$ cat src/rtl/step_phase_decoder.sv
// Stepper coil phase decoder: synchronises {A1,B1,A2,B2}, debounces, tracks position/direction and latches faults.
// Optional stall detector is built when STEP_DEC_STALL_EN is defined.
module step_phase_decoder #(
   parameter int POS_W         = 16,
   parameter int STABLE_CYCLES = 4,
   parameter int TIMEOUT_CYC   = 2000000
) (
   input  logic             clk,
   input  logic             reset,
   input  logic             A1,
   input  logic             B1,
   input  logic             A2,
   input  logic             B2,
   input  logic             clr_err,
   input  logic             clr_pos,
   output logic [POS_W-1:0] position,
   output logic             step_pulse,
   output logic             dir,
   output logic             energised,
   output logic             fault_illegal,
   output logic             fault_skip,
   output logic             stalled
);

   localparam int CNT_W = $clog2(STABLE_CYCLES + 1);
   localparam logic [CNT_W-1:0] STABLE_V = CNT_W'(STABLE_CYCLES);

   typedef enum logic [1:0] {
      IDLE  = 2'd0,
      TRACK = 2'd1,
      FAULT = 2'd2
   } state_t;

   // Returns {legal, de-energised, phase[1:0]} for a coil pattern.
   function automatic logic [3:0] decode_phase(input logic [3:0] p);
      case (p)
         4'b1100: decode_phase = 4'b1000;
         4'b0110: decode_phase = 4'b1001;
         4'b0011: decode_phase = 4'b1010;
         4'b1001: decode_phase = 4'b1011;
         4'b0000: decode_phase = 4'b0100;
         default: decode_phase = 4'b0000;
      endcase
   endfunction

   logic [3:0]       meta_r, sync_r, cand_r, acc_r;
   logic [CNT_W-1:0] cnt_r;
   state_t           state_r, state_n;
   logic [1:0]       phase_r, phase_n;
   logic [POS_W-1:0] position_r, pos_n;
   logic             dir_r, dir_n;
   logic             step_pulse_r, step_s;
   logic             energised_r, energ_n;
   logic             fault_illegal_r, fill_n;
   logic             fault_skip_r, fskip_n;
   logic             new_fault_s;
   logic             accept_s;
   logic [3:0]       dec_s;
   logic             dec_legal_s, dec_zero_s;
   logic [1:0]       dec_ph_s, diff_s;

   // Two-flop synchroniser on the coil lines.
   always_ff @(posedge clk or posedge reset) begin
      if (reset) begin
         meta_r <= 4'b0000;
         sync_r <= 4'b0000;
      end else begin
         meta_r <= {A1, B1, A2, B2};
         sync_r <= meta_r;
      end
   end

   // Stability filter: candidate pattern plus saturating match counter.
   always_ff @(posedge clk or posedge reset) begin
      if (reset) begin
         cand_r <= 4'b0000;
         cnt_r  <= {CNT_W{1'b0}};
      end else if (sync_r == cand_r) begin
         if (cnt_r != STABLE_V) begin
            cnt_r <= cnt_r + 1'b1;
         end
      end else begin
         cand_r <= sync_r;
         cnt_r  <= CNT_W'(1);
      end
   end

   // A stable candidate that differs from the last accepted pattern is accepted once.
   assign accept_s    = (cnt_r == STABLE_V) && (cand_r != acc_r);
   assign dec_s       = decode_phase(cand_r);
   assign dec_legal_s = dec_s[3];
   assign dec_zero_s  = dec_s[2];
   assign dec_ph_s    = dec_s[1:0];
   assign diff_s      = dec_ph_s - phase_r;

   // Next-state, position and flag logic.
   always_comb begin
      state_n     = state_r;
      phase_n     = phase_r;
      pos_n       = position_r;
      dir_n       = dir_r;
      step_s      = 1'b0;
      fill_n      = fault_illegal_r;
      fskip_n     = fault_skip_r;
      new_fault_s = 1'b0;
      energ_n     = accept_s ? dec_legal_s : energised_r;

      case (state_r)
         IDLE: begin
            if (accept_s && dec_legal_s) begin
               phase_n = dec_ph_s;
               state_n = TRACK;
            end else if (accept_s && !dec_zero_s) begin
               fill_n      = 1'b1;
               new_fault_s = 1'b1;
               state_n     = FAULT;
            end else begin
               state_n = IDLE;
            end
         end
         TRACK: begin
            if (accept_s && dec_legal_s) begin
               phase_n = dec_ph_s;
               case (diff_s)
                  2'd1: begin
                     pos_n  = position_r + POS_W'(1);
                     dir_n  = 1'b1;
                     step_s = 1'b1;
                  end
                  2'd3: begin
                     pos_n  = position_r - POS_W'(1);
                     dir_n  = 1'b0;
                     step_s = 1'b1;
                  end
                  2'd2: begin
                     phase_n     = phase_r;
                     fskip_n     = 1'b1;
                     new_fault_s = 1'b1;
                     state_n     = FAULT;
                  end
                  default: phase_n = phase_r;
               endcase
            end else if (accept_s && dec_zero_s) begin
               state_n = IDLE;
            end else if (accept_s) begin
               fill_n      = 1'b1;
               new_fault_s = 1'b1;
               state_n     = FAULT;
            end else begin
               state_n = TRACK;
            end
         end
         FAULT:   state_n = FAULT;
         default: state_n = IDLE;
      endcase

      // A fault detected in the same cycle beats clr_err.
      if (clr_err && !new_fault_s) begin
         state_n = IDLE;
         fill_n  = 1'b0;
         fskip_n = 1'b0;
      end else begin
         fill_n  = fill_n;
         fskip_n = fskip_n;
      end

      if (clr_pos) begin
         pos_n = {POS_W{1'b0}};
      end else begin
         pos_n = pos_n;
      end
   end

   // State and registered outputs.
   always_ff @(posedge clk or posedge reset) begin
      if (reset) begin
         state_r         <= IDLE;
         phase_r         <= 2'd0;
         acc_r           <= 4'b0000;
         position_r      <= {POS_W{1'b0}};
         dir_r           <= 1'b0;
         step_pulse_r    <= 1'b0;
         energised_r     <= 1'b0;
         fault_illegal_r <= 1'b0;
         fault_skip_r    <= 1'b0;
      end else begin
         state_r         <= state_n;
         phase_r         <= phase_n;
         acc_r           <= accept_s ? cand_r : acc_r;
         position_r      <= pos_n;
         dir_r           <= dir_n;
         step_pulse_r    <= step_s;
         energised_r     <= energ_n;
         fault_illegal_r <= fill_n;
         fault_skip_r    <= fskip_n;
      end
   end

   assign position      = position_r;
   assign step_pulse    = step_pulse_r;
   assign dir           = dir_r;
   assign energised     = energised_r;
   assign fault_illegal = fault_illegal_r;
   assign fault_skip    = fault_skip_r;

`ifdef STEP_DEC_STALL_EN
   localparam int TO_W = $clog2(TIMEOUT_CYC + 1);
   localparam logic [TO_W-1:0] TIMEOUT_V = TO_W'(TIMEOUT_CYC);

   logic [TO_W-1:0] stall_cnt_r;
   logic            stalled_r;

   // Stall timer: counts idle TRACK cycles, restarts on every accepted pattern.
   always_ff @(posedge clk or posedge reset) begin
      if (reset) begin
         stall_cnt_r <= {TO_W{1'b0}};
         stalled_r   <= 1'b0;
      end else begin
         if (accept_s || state_r != TRACK) begin
            stall_cnt_r <= {TO_W{1'b0}};
         end else if (stall_cnt_r != TIMEOUT_V) begin
            stall_cnt_r <= stall_cnt_r + 1'b1;
         end
         if (step_s || state_n != TRACK || clr_err) begin
            stalled_r <= 1'b0;
         end else if (state_r == TRACK && !accept_s && stall_cnt_r == TIMEOUT_V - 1'b1) begin
            stalled_r <= 1'b1;
         end
      end
   end

   assign stalled = stalled_r;
`else
   assign stalled = 1'b0;
`endif

endmodule

$ cat config.mk
export PLATFORM = sky130hd
export DESIGN_NAME = step_phase_decoder
export DESIGN_NICKNAME = d
export VERILOG_FILES = /design/src/rtl/step_phase_decoder.sv
export SDC_FILE = /design/constraint.sdc
export NUM_CORES = 1
export LEC_CHECK = 0
export ABC_CLOCK_PERIOD_IN_PS = 4700
export CELL_PAD_IN_SITES_DETAIL_PLACEMENT = 0
export CELL_PAD_IN_SITES_GLOBAL_PLACEMENT = 1
export CORE_ASPECT_RATIO = 0.5
export CORE_MARGIN = 5
export CORE_UTILIZATION = 43
export CTS_CLUSTER_SIZE = 16
export DETAILED_ROUTE_END_ITERATION = 8
export PLACE_DENSITY = 0.86
export SLEW_MARGIN = 15
export SYNTH_ARGS = -nofsm -noshare
export SYNTH_HDL_FRONTEND = slang
export SYNTH_SLANG_ARGS = --single-unit
$ cat constraint.sdc
create_clock -name clk -period 4.7 [get_ports clk]
set_input_delay 0.47 -clock clk [delete_from_list [all_inputs] [get_ports clk]]
set_output_delay 0.47 -clock clk [all_outputs]
set_load 0.05 [all_outputs]
# After elaboration in Yosys (flattened, before gate mapping)
# Index checks and enable logic that the tools add are counted.
classes:
  add_sub_neg: 4
  mul: 0
  n_div: 0
  n_lt_le_gt_ge: 0
  n_eq_ne: 23
  n_shift: 0
  muxes: 41
  bitwise_logic: 0
  reduce_logical: 24
ops:
  columns: ["cell", "count"]
  rows:
  - ["2-to-1 mux 16 bit", 3]
  - ["one-hot mux 16 bit (2 select lines)", 1]
  - ["2-to-1 mux 2 bit", 10]
  - ["one-hot mux 4 bit (5 select lines)", 1]
  - ["2-to-1 mux 1 bit", 19]
  - ["inequality test 3 bit (second input constant)", 6]
  - ["adder 16 x 1 -> 16 bit (second input constant)", 1]
  - ["subtractor 16 x 1 -> 16 bit (second input constant)", 1]
  - ["nonzero test 2 bit", 7]
  - ["AND reduction 3 bit", 3]
  - ["equality test 4 bit (second input constant)", 2]
  - ["equality test 2 bit (second input constant)", 3]
  - ["2-to-1 mux 3 bit", 2]
  - ["inequality test 2 bit (second input constant)", 3]
  - ["one-hot mux 1 bit (2 select lines)", 3]
  - ["one-hot mux 2 bit (3 select lines)", 1]
  - ["AND reduction 6 bit", 1]
  - ["nonzero test 3 bit", 2]
  - ["logical AND 1 bit", 5]
  - ["equality test 2 x 1 -> 1 bit (second input constant)", 2]
  - ["equality test 4 x 2 -> 1 bit (second input constant)", 1]
  - ["equality test 4 x 3 -> 1 bit (second input constant)", 1]
  - ["equality test 4 bit", 1]
  - ["zero test 4 bit", 1]
  - ["11 further kinds", 12]
word_totals:
  reg_bits: 44
  latch_bits: 0
  ramBits: 0
  romBits: 0
  inputBits: 8
  output_inout_bits: 22
  wordCells: 105
  mem_count: 0

# Longest topological paths before layout
# Gate-level depths: netlist of run 1.
depth:
  ltp_word: 11
  ltp_mapped: 17
  ltp_nobuf: 16

# Worst setup path before layout of run 1
# No wires, ideal clock.
synth_timing:
  path_type: "flip-flop to flip-flop"
  start: "register cand_r[2]"
  end: "register position_r[15] (netlist: position[15])"
  setup_time_ns: 0.128
  arrival_ns: 3.797
  required_ns: 4.572
  slack_ns: 0.775
  stages_incl_launch_ff: 17
  n_path_buf: 1
  period_less_slack_ns: 3.925
  path_cell_list: "dfrtp_1 buf_2 nor2_1 and3_1 a31oi_1 ha_1 xor2_1 xnor2_1 nor2_1 ha_1 a211oi_2 o21bai_1 a211o_2 o41ai_4 o21ai_2 mux2i_1 mux2_1"
synth_between:
  elab_chain_cells: 8
  word_cells_on_any_way: 19
  cone_classes: "add/sub: 1; eq/ne: 7; mux: 5; reduce/logical: 6"
synth_lines:
  columns: ["item", "line", "rtl"]
  rows:
  - ["start, declared", "46", "logic [3:0] meta_r, sync_r, cand_r, acc_r;"]
  - ["start signal, assigned", "83", "cand_r <= sync_r;"]
  - ["equality test 4 bit, or another cell as far along", "36", "case (p)"]
  - ["one-hot mux 4 bit (5 select lines)", "36", null]
  - ["subtractor 2 bit", "94", "assign diff_s = dec_ph_s - phase_r;"]
  - ["equality test 2 bit / equality test 2 x 1 -> 1 bit (equally long branches)", "124", "case (diff_s)"]
  - ["one-hot mux 16 bit (2 select lines)", "124", null]
  - ["2-to-1 mux 16 bit", "122", "if (accept_s && dec_legal_s) begin"]
  - ["2-to-1 mux 16 bit", "108", "case (state_r)"]
  - ["2-to-1 mux 16 bit", "167", "if (clr_pos) begin"]
  - ["end signal, assigned", "180", "position_r <= {POS_W{1'b0}};"]
  - ["end signal, assigned", "190", "position_r <= pos_n;"]
  - ["end, declared", "50", "logic [POS_W-1:0] position_r, pos_n;"]
# Parallel ways exist; a longest one is shown, timed or not. The select of a mux whose other input is x is not followed.
# A chain may end at the register's enable or synchronous reset.

# Final worst setup path of run 1
# Same ends and word-level chain as after synthesis.

==> results of run 1 <==
[worst max-delay path: stages, from the launching register on]
cell and delay (ps):
dfrtp_1 490, nor2_1 110, and3_1 190, a31oi_1 190
ha_1 190, xor2_1 170, xnor2_1 190, nor2_1 70
buf_4 210, ha_1 310, a211oi_2 250, o21bai_1 120
a211o_2 390, o41ai_4 280, o21ai_2 100, mux2i_1 170
mux2_1 340
[sequential cells by signal (all words and copies together), names as in the netlist]
register	cells
cnt_r	3
position	16
meta_r	4
fault_skip	1
state_r	2
dir	1
phase_r	2
energised	1
acc_r	4
step_pulse	1
cand_r	4
sync_r	4
fault_illegal	1
[cell families after synthesis]
family | Yosys count | synth area share [%]
flops | 44 | 43.39
other cells | 1 | 0.1478
compound gates | 61 | 16.42
buf+inv | 24 | 4.882
mux | 10 | 4.290
xor+xnor | 20 | 6.903
simple gates | 74 | 14.79
fa+ha+maj | 18 | 9.171
[cells in the final DEF, fill, tap and decap left out, drive strengths merged, types with 2 or more instances in the layout]
cell type and n:
o21a 2, nand2 23, mux2 7, dfrtp 44, nand3 2, nor2 18
xnor2 13, o211ai 2, nor2b 3, a21oi 22, o41ai 2, o21ai 14
nor3 9, nand3b 5, buf 2, and2 2, a211oi 6, a21boi 2
or2 2, nand2b 4, clkbuf 5, ha 17, inv 11, and3b 3
a21o 4, xor2 7, mux2i 3, clkdlybuf4s50 28
[cell type report]
type,count,area (um^2)
Fill cell,498,2592
Tap cell,73,91.34
Multi-Input combinational cell,184,1313
Clock inverter,3,46.29
Timing Repair Buffer,30,295.3
Inverter,11,46.29
Clock buffer,5,125.1
Sequential cell,44,1101
[per-stage QoR]
step / setup WS, ps / utilization, %
after floorplan: 775.1 / -
after global placement: 967.4 / 50.74
after detailed placement: 839.4 / 50.74
after CTS: 802.8 / 53.79
after global routing: 528.2 / 53.79
final: 804.3 / 53.79
[power by group]
part	internal [mW]	switching, mW
sequential	0.385	0.00697
combinational	0.0171	0.0235
clock	0.253	0.155
total	0.655	0.185
[worst paths after layout]
path                                 to  slack (ps)
max reg2reg                position[15]         800
max in group asynchronous      acc_r[2]        3700
min reg2reg                   sync_r[3]         350
min                           sync_r[3]         350
min in group asynchronous     meta_r[2]         630
max                        position[15]         800
[routing by layer]
layer / part of all wire [%] / global-route usage, %
met5: 0 / 0
met1: 46 / 15.40
met2: 48 / 23.96
met3: 3.7 / 3.789
met4: 2.0 / 6.061
==> flow_summary.yaml, run 1 <==
outcome:
  status: "finished clean"
clock_network:
  clock_latency_ps: 290
  holdBufCountCts: 0
  numCtsBuffers: 5
  tritoncts: "yes"
  clockRootBuffer: "clkbuf_16"
  cts_setup_buffers: 0
  cts_sinks: 44
  clkSlewWorstSetupHoldPaths_ps: 70
  cts-resized-gates: 0
  clock_path_buffers: 2
  htree_levels: 2
sta:
  drv_slew: 0
  hold_viol: 0
  setup_viol: 0
  whs_ps: 351.5
  clock.fmax_ghz: 0.2567
  rsz0062_at_grt: "false"
  period_minus_slack_ps: 3896
  slew_headroom_pct: 53.32
  skew_ps: 4.301
  totalNegativeSetupSlack_ps: 0
  post-route-period-util_pct: 82.89
  tightest_slew_ps: 698.1
global_route:
  grt_pass1_wl_mm: 8.259
  grt_use_total_pct: 13.49
  globalRouteOverflowTotal: 0
  antenna_found_initial: 0
  grt_max_degree: 45
  grt_pass1_vias: 1792
placed_design:
  gp_congestion: 0.8832
  dp.cells: 342
  portBuffers: 28
  dpl_cell_area_um2: 2846
  hpwl_mm: 3.421
synthesis:
  synth_top_area_cell: "dfrtp_1"
  synth_top_area_share_pct: 43.39
  ys_top_cells_by_count: "dfrtp_1 (44), nand2_1 (23), a21oi_1 (22)"
  syn_area_um2: 2537
  yosysWarnings: 0
  synth_edf_count: 0
  syn-num-nets: 278
  synth_flop_cell: "dfrtp_1"
  synth.distinct_cells: 50
  synth-seq-cells: 44
  yosysSeqAreaShare_pct: 43.39
  synthArstFlopShare_pct: 100.0
  yosysMostFrequentCell: "dfrtp_1"
  ys_top_cells_by_area: "dfrtp_1 (43%), ha_1 (8.4%), xnor2_1 (4.5%)"
  postSynthCellCount: 252
  syn_area_per_cell_um2: 10.07
power_and_ir_drop:
  peakVddDrop_mv: 0.1315
  finalPower_mw: 0.8401
  pwr_density_cell_nw_per_um2: 278.4
  power.leakage_nw: 1.369
finish:
  syn_to_final_growth_pct: 18.93
  drive_above_1_share_pct: 10.11
  finalNonFillerCells: 350
  final_area_um2: 3018
  diodes: 0
  num-nets-final: 302
die:
  rows: 19
  core_area_um2: 5610
  die_x_um: 118.6
  io_pins: 30
  start_util_pct: 45.23
  die_height_um: 64.32
  die_area_um2: 7631
drt:
  first_pass_iters: 4
  drc: 0
  drtIter0Drc: 64
  via_per_inst: 5.229
  wl_mm: 4.890
  wire_per_inst_um: 13.97
  ant_nets: 0
  vias: 1830
worst_setup_path:
  critPathMaxFanout: 16
  end_kind: "flop"
  r2r-start: "cand_r[2]"
  required_ps: 4870
  arrival_ps: 4070
  r2r_cells: 16
  criticalPathCategory: "flop to flop"
  startpoint_type: "flop"
  startpoint: "cand_r[2]"
hold_path:
  hold_path_depth: 0
  min_path_type: "flop to flop"
  hp-start: "meta_r[3]"
flow_run:
  max_cap_viol_count: 0
No activity file was read; power rests on OpenSTA's default activity.
==> inputs of run 2 (changes only) <==
--- a/config.mk
+++ b/config.mk
@@ -5,7 +5,7 @@
 export SDC_FILE = /design/constraint.sdc
 export NUM_CORES = 1
 export LEC_CHECK = 0
-export ABC_CLOCK_PERIOD_IN_PS = 4700
+export ABC_CLOCK_PERIOD_IN_PS = 3800
 export CELL_PAD_IN_SITES_DETAIL_PLACEMENT = 0
 export CELL_PAD_IN_SITES_GLOBAL_PLACEMENT = 1
 export CORE_ASPECT_RATIO = 0.5
==> constraint.sdc (replaced) <==
create_clock -name clk -period 3.8 [get_ports clk]
set_input_delay 0.38 -clock clk [delete_from_list [all_inputs] [get_ports clk]]
set_output_delay 0.38 -clock clk [all_outputs]
set_load 0.05 [all_outputs]
==> run 2 against run 1 <==
Clock power grew 21%. Non-clock buffer count grew 6. Combinational power grew 46%. Flip-flop and latch count is the same. First-iteration DRC count grew 28%. Critical path depth shrank 1. Global-route usage grew 0.43 points. Die area is the same. Clock skew grew 0.81 ps. Largest power group unchanged. Highest routed layer unchanged.
==> flow_summary.yaml, run 2 (synthesized netlist as in run 1, its figures left out) <==
power_and_ir_drop:
  pwr_density_cell_nw_per_um2: 333.5
  peakVddDrop_mv: 0.1900
  power.leakage_nw: 1.393
  finalPower_mw: 1.035
worst_setup_path:
  critPathMaxFanout: 6
  r2r_cells: 15
  r2r-start: "cand_r[3]"
  arrival_ps: 3870
  end_kind: "flop"
  criticalPathCategory: "flop to flop"
  r2r_end: "position[15]"
  startpoint_type: "flop"
  reg2reg_setup_slack_ps: 100
  required_ps: 3960
drt:
  drc: 0
  via_per_inst: 5.228
  first_pass_iters: 4
  wire_per_inst_um: 14.56
  wl_mm: 5.185
  drtIter0Drc: 82
  vias: 1861
  ant_nets: 0
clock_network:
  cts_sinks: 44
  clkSlewWorstSetupHoldPaths_ps: 60
  tritoncts: "yes"
  htree_levels: 2
  clock_latency_ps: 280
  clock_path_buffers: 2
  numCtsBuffers: 5
  clockRootBuffer: "clkbuf_16"
sta:
  whs_ps: 349.6
  hold_viol: 0
  skew_ps: 5.110
  period_minus_slack_ps: 3704
  drv_slew: 0
  tightest_slew_ps: 721.3
  setup_viol: 0
  slew_headroom_pct: 51.76
  post-route-period-util_pct: 97.48
  layout_setup_ws_ps: 95.67
  rsz0062_at_grt: "true"
  clock.fmax_ghz: 0.2700
global_route:
  globalRouteOverflowTotal: 0
  grt_max_degree: 45
  antenna_found_initial: 0
  grt_use_total_pct: 13.91
  grt_pass1_vias: 1930
  grt_pass1_wl_mm: 8.742
flow_run:
  max_cap_viol_count: 0
finish:
  drive_above_1_share_pct: 14.84
  syn_to_final_growth_pct: 22.34
  final_cell_mix: "dfrtp_1 (44), clkdlybuf4s50_1 (28), nand2_1 (23)"
  final_common_cell: "dfrtp_1"
  largest_register_ffs: 16
  diodes: 0
  num-nets-final: 308
placed_design:
  hpwl_mm: 3.670
  preCtsSetupSlack_ps: 17.66
  gp_congestion: 0.8267
  portBuffers: 28
hold_path:
  hp-start: "meta_r[0]"
  min_path_type: "flop to flop"
  hold_path_depth: 0
  min_to: "sync_r[0]"
die:
  core_area_um2: 5610
  die_area_um2: 7631
  die_x_um: 118.6
  start_util_pct: 45.23
  rows: 19
  io_pins: 30
  die_height_um: 64.32
outcome:
  status: "finished clean"
-- run 2: metal layers --
| metal | GRT usage (%) | wire length (um) | vias to the layer above | part of all wire, % |
|---|---|---|---|---|
| met2 | 26.36 | 2728 | 21 | 53 |
| li1 | - | - | 932 | - |
| met3 | 3.172 | 117 | 7 | 2.3 |
| met1 | 15.75 | 2269 | 901 | 44 |
| met5 | 0 | 0 | - | 0 |
| met4 | 4.473 | 69 | 0 | 1.3 |
-- run 2: stage by stage --
step	instances	TNS [ps]	util, %	instance area (um^2)
after global routing	356	-42.06	55.33	3104
after CTS	356	0	54.64	3065
after floorplan	252	0	-	2540
final	356	0	55.33	3104
after detailed placement	346	0	51.32	2879
after global placement	346	0	51.32	2879
-- run 2: where the power goes --
group | leakage (nW) | total (mW) | internal [mW] | switching (mW)
combinational | 0.730 | 0.0593 | 0.0250 | 0.0343
sequential | 0.582 | 0.482 | 0.477 | 0.00547
clock | 0.0804 | 0.494 | 0.312 | 0.181
total | 1.39 | 1.04 | 0.814 | 0.221
-- run 2: what timing repair did --
item | CTS | global route
hold buffers | 0 | 0
gates cloned | 0 | 0
endpoints found under the hold margin | 0 | 0
pin swaps | 1 | 0
resized for setup | 1 | 7
setup endpoints to repair | 1 | 4
setup buffers | 2 | 0
-- run 2: worst max-delay path, stage by stage, from the launching register on --
cell and delay [ps]:
dfrtp_1 410, and3_1 200, a31oi_2 190, ha_2 230
xor2_2 190, xnor2_2 160, nor2_2 80, buf_4 160
ha_1 350, a21oi_1 330, o21ai_2 70, a211o_2 320
o41ai_4 280, o21ai_2 90, mux2i_1 170, mux2_1 340
-- run 2: cell type report --
| type | count | area, um^2 |
|---|---|---|
| fillers | 468 | 2506 |
| multi-input cells | 184 | 1354 |
| flip-flops and latches | 44 | 1101 |
| repair buffers | 36 | 340.3 |
| clock buffers | 5 | 125.1 |
| well taps | 73 | 91.34 |
| clock inverters | 3 | 46.29 |
| inverters | 11 | 46.29 |
-- run 2: worst max path at each step --
stage              start      endpoint  slack [ps]  cells past startpoint
5_1_grt        cand_r[3]  position[15]         -40                     16
3_5_place_dp   cand_r[2]  position[15]          20                     16
2_1_floorplan  cand_r[2]  position[15]         110                     16
3_3_place_gp   cand_r[2]  position[15]         210                     16
4_1_cts        cand_r[3]  position[15]          20                     16
6_report       cand_r[3]  position[15]         100                     15
==> inputs of run 3 (changes only) <==
--- a/config.mk
+++ b/config.mk
@@ -13,6 +13,7 @@
 export CORE_UTILIZATION = 43
 export CTS_CLUSTER_SIZE = 16
 export DETAILED_ROUTE_END_ITERATION = 8
+export MAX_ROUTING_LAYER = met4
 export PLACE_DENSITY = 0.86
 export SLEW_MARGIN = 15
 export SYNTH_ARGS = -nofsm -noshare
==> run 3 against run 2 <==
Combinational power about the same. Register-to-register slack hardly changed. First-iteration DRC count decreased by 3.7%. Via count increased by 0.11%. Critical path type unchanged. Fmax is essentially flat. Sequential power is essentially flat. Die area did not move. Wire length is essentially flat. Non-clock buffer count is the same.
==> flow_summary.yaml, run 3 (synthesized netlist as in run 1, its figures left out) <==
outcome:
  status: "finished clean"
finish:
  final_cell_mix: "dfrtp_1 (44), clkdlybuf4s50_1 (28), nand2_1 (23)"
  fin_util_pct: 55.33
  syn_to_final_growth_pct: 22.34
  multi_input_area_um2: 1354
  fillers: 468
  diodes: 0
  drive_above_1_share_pct: 14.84
  final_common_cell: "dfrtp_1"
  ff_latch_area_um2: 1101
  num-nets-final: 308
  finalNonFillerCells: 356
  largest_register_ffs: 16
worst_setup_path:
  arrival_ps: 3870
  required_ps: 3960
  criticalPathCategory: "flop to flop"
  end_kind: "flop"
  startpoint_type: "flop"
  critPathMaxFanout: 6
power_and_ir_drop:
  netSwitchingFraction_pct: 21.45
  finalPower_mw: 1.036
  p_switching_mw: 0.2223
  seq_power_share_pct: 46.5
  pwr_density_cell_nw_per_um2: 333.8
  power.leakage_nw: 1.393
  peakVddDrop_mv: 0.1900
  clockPowerShare_pct: 47.7
  internal-power_mw: 0.8139
  p_comb_share_pct: 5.7
sta:
  whs_ps: 349.6
  period_minus_slack_ps: 3706
  tightest_slew_ps: 721.4
  drv_slew: 0
  clock.fmax_ghz: 0.2698
  skew_ps: 4.856
  hold_viol: 0
  slew_headroom_pct: 51.75
  rsz0062_at_grt: "true"
  setup_viol: 0
  layout_setup_ws_ps: 93.97
  post-route-period-util_pct: 97.53
clock_network:
  clock_path_buffers: 2
  clockRootBuffer: "clkbuf_16"
  numCtsBuffers: 5
  cts_sinks: 44
  tritoncts: "yes"
  holdBufCountCts: 0
  clkSlewWorstSetupHoldPaths_ps: 60
  clock_latency_ps: 280
  htree_levels: 2
drt:
  wl_mm: 5.186
  first_pass_iters: 4
  drc: 0
  via_per_inst: 5.233
  ant_nets: 0
  vias: 1863
  wire_per_inst_um: 14.57
  drtIter0Drc: 79
global_route:
  top_usage_layer: "met2"
  met3_usage_pct: 2.996
  met2_usage_pct: 26.36
  grt_pass1_vias: 1929
  antenna_found_initial: 0
  grt_use_total_pct: 14.35
  globalRouteOverflowTotal: 0
  grt_pass1_wl_mm: 8.749
  grt_max_degree: 45
  grt_use_met1_pct: 15.86
die:
  rows: 19
  start_util_pct: 45.23
  die_height_um: 64.32
  io_pins: 30
  core_area_um2: 5610
  die_x_um: 118.6
  die_area_um2: 7631
placed_design:
  dp.cells: 346
  portBuffers: 28
  hpwl_mm: 3.670
  preCtsSetupSlack_ps: 17.66
  gp_congestion: 0.8393
hold_path:
  min_path_type: "flop to flop"
flow_run:
  max_cap_viol_count: 0
==> run 3: cell counts in the layout (fill, tap and decap cells not counted) <==
No cell type changed its count.
==> run 3: per-layer routing <==
layer / vias to the layer above / part of all wire, %
li1: 933 / -
met1: 902 / 44
met2: 21 / 53
met3: 7 / 2.0
met4: 0 / 1.3
met5: - / 0
==> run 3: worst paths after layout <==
path                                end       from  cells past startpoint  slack (ps)
max                        position[15]  cand_r[3]                     15          90
min                           sync_r[0]  meta_r[0]                      0         350
min in group asynchronous  position[15]      reset                      3         550
min reg2reg                   sync_r[0]  meta_r[0]                      0         350
max in group asynchronous   position[0]      reset                      3        2870
max reg2reg                position[15]  cand_r[3]                     15          90
==> run 3: metrics by stage <==
stage | instance area, um^2 | TNS [ps]
floorplan | 2540 | 0
global placement | 2879 | 0
detailed placement | 2879 | 0
CTS | 3065 | 0
global route | 3104 | -42.06
finish | 3104 | 0
==> run 3: critical path, cell delays in order, from the launching register on <==
cell and delay (ps):
dfrtp_1 410, and3_1 200, a31oi_2 190, ha_2 230, xor2_2 190, xnor2_2 160, nor2_2 80, buf_4 160
ha_1 350, a21oi_1 330, o21ai_2 70, a211o_2 320, o41ai_4 280, o21ai_2 90, mux2i_1 170, mux2_1 340
==> run 3: layout make-up <==
class	instances	area share (%)
Clock inverter	3	1.491
Multi-Input combinational cell	184	43.61
Inverter	11	1.491
Sequential cell	44	35.47
Tap cell	73	2.942
Clock buffer	5	4.031
Timing Repair Buffer	36	10.96
==> run 3: power by group through the flow <==
stage               clock network, mW  logic, mW  registers [mW]
floorplan                           0     0.0432           0.489
global placement                    0     0.0559           0.490
detailed placement                  0     0.0581           0.491
CTS                             0.509     0.0593           0.482
global route                    0.534     0.0659           0.483
finish                          0.495     0.0593           0.482
==> run 3: timing repair <==
action,in CTS,in global routing
gates cloned,0,0
resized for setup,1,7
pin swaps,1,0
setup endpoints to repair,1,4
buffers inserted,2,0
==> RTL change 1: new RTL, settings of run 1 <==
The parameter `POS_W` goes from 16 to 14.
--- a/src/rtl/step_phase_decoder.sv
+++ b/src/rtl/step_phase_decoder.sv
@@ -3,3 +3,3 @@
 module step_phase_decoder #(
-   parameter int POS_W         = 16,
+   parameter int POS_W         = 14,
    parameter int STABLE_CYCLES = 4,
Interface: changed (resized position); port bits go from 30 to 28. The function was not compared with the original's and may differ.
==> RTL change 1 against run 1 <==
Setup slack worse by 0.12 ns. Wire length down 9.2%. Design area down 11%. Synthesized area is 9.3% lower. Power shrank 22%. Largest power group is now registers. Sequential cell count decreased by 2.
==> RTL change 1: results (changes against run 1) <==
* Critical path arrival at 4.23 ns (+0.16 ns)
* DP Area at 2590 sq um (-9.0%)
* Unique cell type count in the Yosys netlist at 40 (-20%)
* Global Route met1 Usage at 0.183 (+0.0292)
* Post-Route WL at 4440 microns (-9.2%)
* CTS root buf: clkbuf_8
* Clock Skews at 0.00216 ns (-0.00214 ns)
* Place WS at 0.710 ns (-0.129 ns)
* Final nets at 278 (-7.9%)
* Gpl congestion at 0.823 (-6.9%)
* XOR/XNOR share of the synthesized area at 0.0837 (+0.0147)
* R2R Setup Slk at 0.68 ns (-0.12 ns)
* Grt met2 use at 0.236 (-0.00389)
* Worst-Skew Late Latency at 0.30 ns
* Met3 usage at 0.0329 (-0.00500)
* Top post-synthesis cells by count: dfrtp_1 (42), nor2_1 (26), a21oi_1 (17), ha_1 (15), nand2_1 (15)
* Synth top area cells: dfrtp_1 (46%), ha_1 (8.2%), xnor2_1 (5.3%), nor2_1 (4.2%), a21oi_1 (3.7%)
* Mux cell area share after synthesis at 0.0375 (-0.00538)
* First-pass GRT wire length at 7790 microns (-5.7%)
* P_sw at 167 uW (-10%)
* Synthesized-area fraction occupied by adder cells at 0.0903 (-0.00145)
* FILL cells at 468 (-6.0%)
* Tcrit/Tclk final at 0.855 (+0.0258)
* Reg area at 1050 sq um (-4.5%)
* Port Buffers at 26 (-7.1%)
* Worst Path Max Fanout at 14 (-2)
* Iteration-0 DRC Markers at 68 (+6.3%)
* Compound-Gate Fraction of Synth Area at 0.137 (-0.0272)
* Metal2 WL at 2070 microns (-12%)
* Max incr delay on CP at 0.50 ns
* Routed WL per cell at 13.7 microns (-2.2%)
* Outcome: finished, final reports clean
* Share of cells above drive strength 1 at 0.0706 (-0.0305)
* Largest register FFs at 14 (-2)
* Hold_ws at 0.356 ns (+0.00464 ns)
* Overall global routing resource usage at 0.141 (+0.00601)
* Antenna violations before repair at 0 (unchanged)
* Met3 routed WL at 115 microns (-37%)
* Synth async-reset ratio at 1.00 (unchanged)
* Leak at 0.00120 uW (-12%)
* HPWL Detailed at 3280 microns (-4.2%)
* Met1 WL at 2180 microns (-3.8%)
* Pin count of the biggest net entering global routing at 27 (-40%)
* Sequential area share after synthesis at 0.457 (+0.0228)
* Placed cell count at 317 (-7.3%)
* Peak VDD IR at 125 uV (-4.9%)
* Syn Nets at 256 (-7.9%)
* Vias at 1686 (-7.9%)
* Syn Area/Cell at 9.92 sq um (-1.5%)
-- RTL change 1: changes by cell type after synthesis, moves of 3 or more --
cell / change
a21oi_1: -5
inv_1: -3
nand2_1: -8
nand3b_1: -4
nor2_1: +8
nor4_1: +3
o21a_1: +4
-- RTL change 1: logic make-up (layout without fill, tap and decap cells) --
group / after synthesis / in the layout
adder cells (fa/ha/maj): 16 / 16
AO/OA/AOI/OAI: 51 / 51
flip-flops: 42 / 42
other: 1 / 1
AND/OR/NAND/NOR: 72 / 72
XOR/XNOR: 22 / 22
buffers and inverters: 20 / 43
multiplexers: 8 / 8
-- RTL change 1: power groups by stage --
stage          clock, uW  combinational [uW]  sequential [uW]
2_1_floorplan          0                31.7              378
3_3_place_gp           0                37.6              381
3_5_place_dp           0                39.0              382
4_1_cts              253                39.3              374
5_1_grt              267                43.5              376
6_report             244                38.3              374
-- RTL change 1: area by class of cell --
type / instances / area share
Multi-Input combinational cell: 170 / 0.429
Tap cell: 70 / 0.0326
Sequential cell: 42 / 0.391
Timing Repair Buffer: 28 / 0.103
Inverter: 7 / 0.00979
Clock inverter: 3 / 0.00932
Clock buffer: 5 / 0.0256
-- RTL change 1: worst paths after layout --
check                                      startpoint                        to  cells past startpoint
worst min-delay path              meta_r[0]$_DFF_PP0_       sync_r[0]$_DFF_PP0_                      0
min in group asynchronous                       reset       meta_r[0]$_DFF_PP0_                      2
worst max-delay path            cand_r[2]$_DFFE_PP0P_  position[13]$_DFFE_PP0P_                     16
worst min register to register    meta_r[0]$_DFF_PP0_       sync_r[0]$_DFF_PP0_                      0
worst max register to register  cand_r[2]$_DFFE_PP0P_  position[13]$_DFFE_PP0P_                     16
max in group asynchronous                       reset   position[0]$_DFFE_PP0P_                      3
==> RTL change 2: new RTL, config.mk and constraints of run 1 <==
Without the edit above. Register the output `fault_illegal` once more; this adds one clock of latency there. The other outputs are not delayed to match.
--- a/src/rtl/step_phase_decoder.sv
+++ b/src/rtl/step_phase_decoder.sv
@@ -202,3 +202,5 @@
    assign energised     = energised_r;
-   assign fault_illegal = fault_illegal_r;
+   always_ff @(posedge clk) begin
+      fault_illegal <= fault_illegal_r;
+   end
    assign fault_skip    = fault_skip_r;
Behaviour: not the same (a bounded check fails within 10 cycles, from zero or initial values and one cycle with reset high).
==> RTL change 2 against run 1 <==
Setup slack got worse by 0.24 ns. Cell count increased by 8.9%. Sequential cell count increased by 1. Global-route usage increased by 0.74 points. Synthesized area increased by 6.2%. Die area increased by 5.4%. Synthesized cell count increased by 7.1%. Power increased by 2.5%. Wire length increased by 8.7%. Combinational power increased by 14%. Design area increased by 5.9%. First-iteration DRC count increased by 78%. Critical path type unchanged. Largest cell class unchanged.
==> RTL change 2: results (changes against run 1) <==
* Vias at 2044 (+12%)
* Layout Cells excl Fill at 381 (+8.9%)
* Unique cell type count in the Yosys netlist at 59 (+18%)
* Synth async-reset ratio at 0.978 (-0.0222)
* Clk. pwr at 414 uW (+2%)
* Synth top area cells: dfrtp_1 (41%), ha_1 (7.9%), xnor2_1 (5.5%), nand2_1 (3.9%), a21oi_1 (3.5%)
* Grt met2 use at 0.242 (+0.00287)
* Syn Area/Cell at 9.98 sq um (-0.91%)
* HPWL Detailed at 3790 microns (+11%)
* Synthesized-area fraction occupied by adder cells at 0.0864 (-0.00532)
* Clock Skews at 0.00472 ns (+0.000421 ns)
* Final nets at 318 (+5.3%)
* Leak at 0.00139 uW (+1.7%)
* Outcome: finished, final reports clean
* Share of cells above drive strength 1 at 0.0990 (-0.00211)
* Metal2 WL at 2580 microns (+10%)
* Max Freq at 242 MHz (-5.9%)
* Hold_ws at 0.352 ns (+0.000220 ns)
* Syn Nets at 296 (+6.5%)
* Slew @ Worst Pin at 0.871 ns (+0.173 ns)
* Global Route met1 Usage at 0.181 (+0.0267)
* Sequential area share after synthesis at 0.416 (-0.0178)
* Overall global routing resource usage at 0.142 (+0.00738)
* Met3 usage at 0.0291 (-0.00883)
* XOR/XNOR share of the synthesized area at 0.0711 (+0.00203)
* First-pass GRT wire length at 9180 microns (+11%)
* Reg area at 1120 sq um (+1.8%)
-- RTL change 2: path summary, 6_finish.rpt --
| check | start | endpoint | cells after the start |
|---|---|---|---|
| min in group asynchronous | reset | cnt_r[0]$_DFFE_PP0P_ | 3 |
| max in group asynchronous | reset | fault_skip$_DFFE_PP0P_ | 3 |
| min reg2reg | meta_r[1]$_DFF_PP0_ | sync_r[1]$_DFF_PP0_ | 0 |
| min | meta_r[1]$_DFF_PP0_ | sync_r[1]$_DFF_PP0_ | 0 |
| max | cand_r[1]$_DFFE_PP0P_ | position[12]$_DFFE_PP0P_ | 16 |
| max reg2reg | cand_r[1]$_DFFE_PP0P_ | position[12]$_DFFE_PP0P_ | 16 |
-- RTL change 2: cell type report --
type,count,share of cell area
tap,88,0.0345
multi-input combinational,201,0.458
clock inverter,3,0.0149
sequential,45,0.351
timing repair buffer,30,0.0924
clock buffer,5,0.0392
inverter,9,0.0106
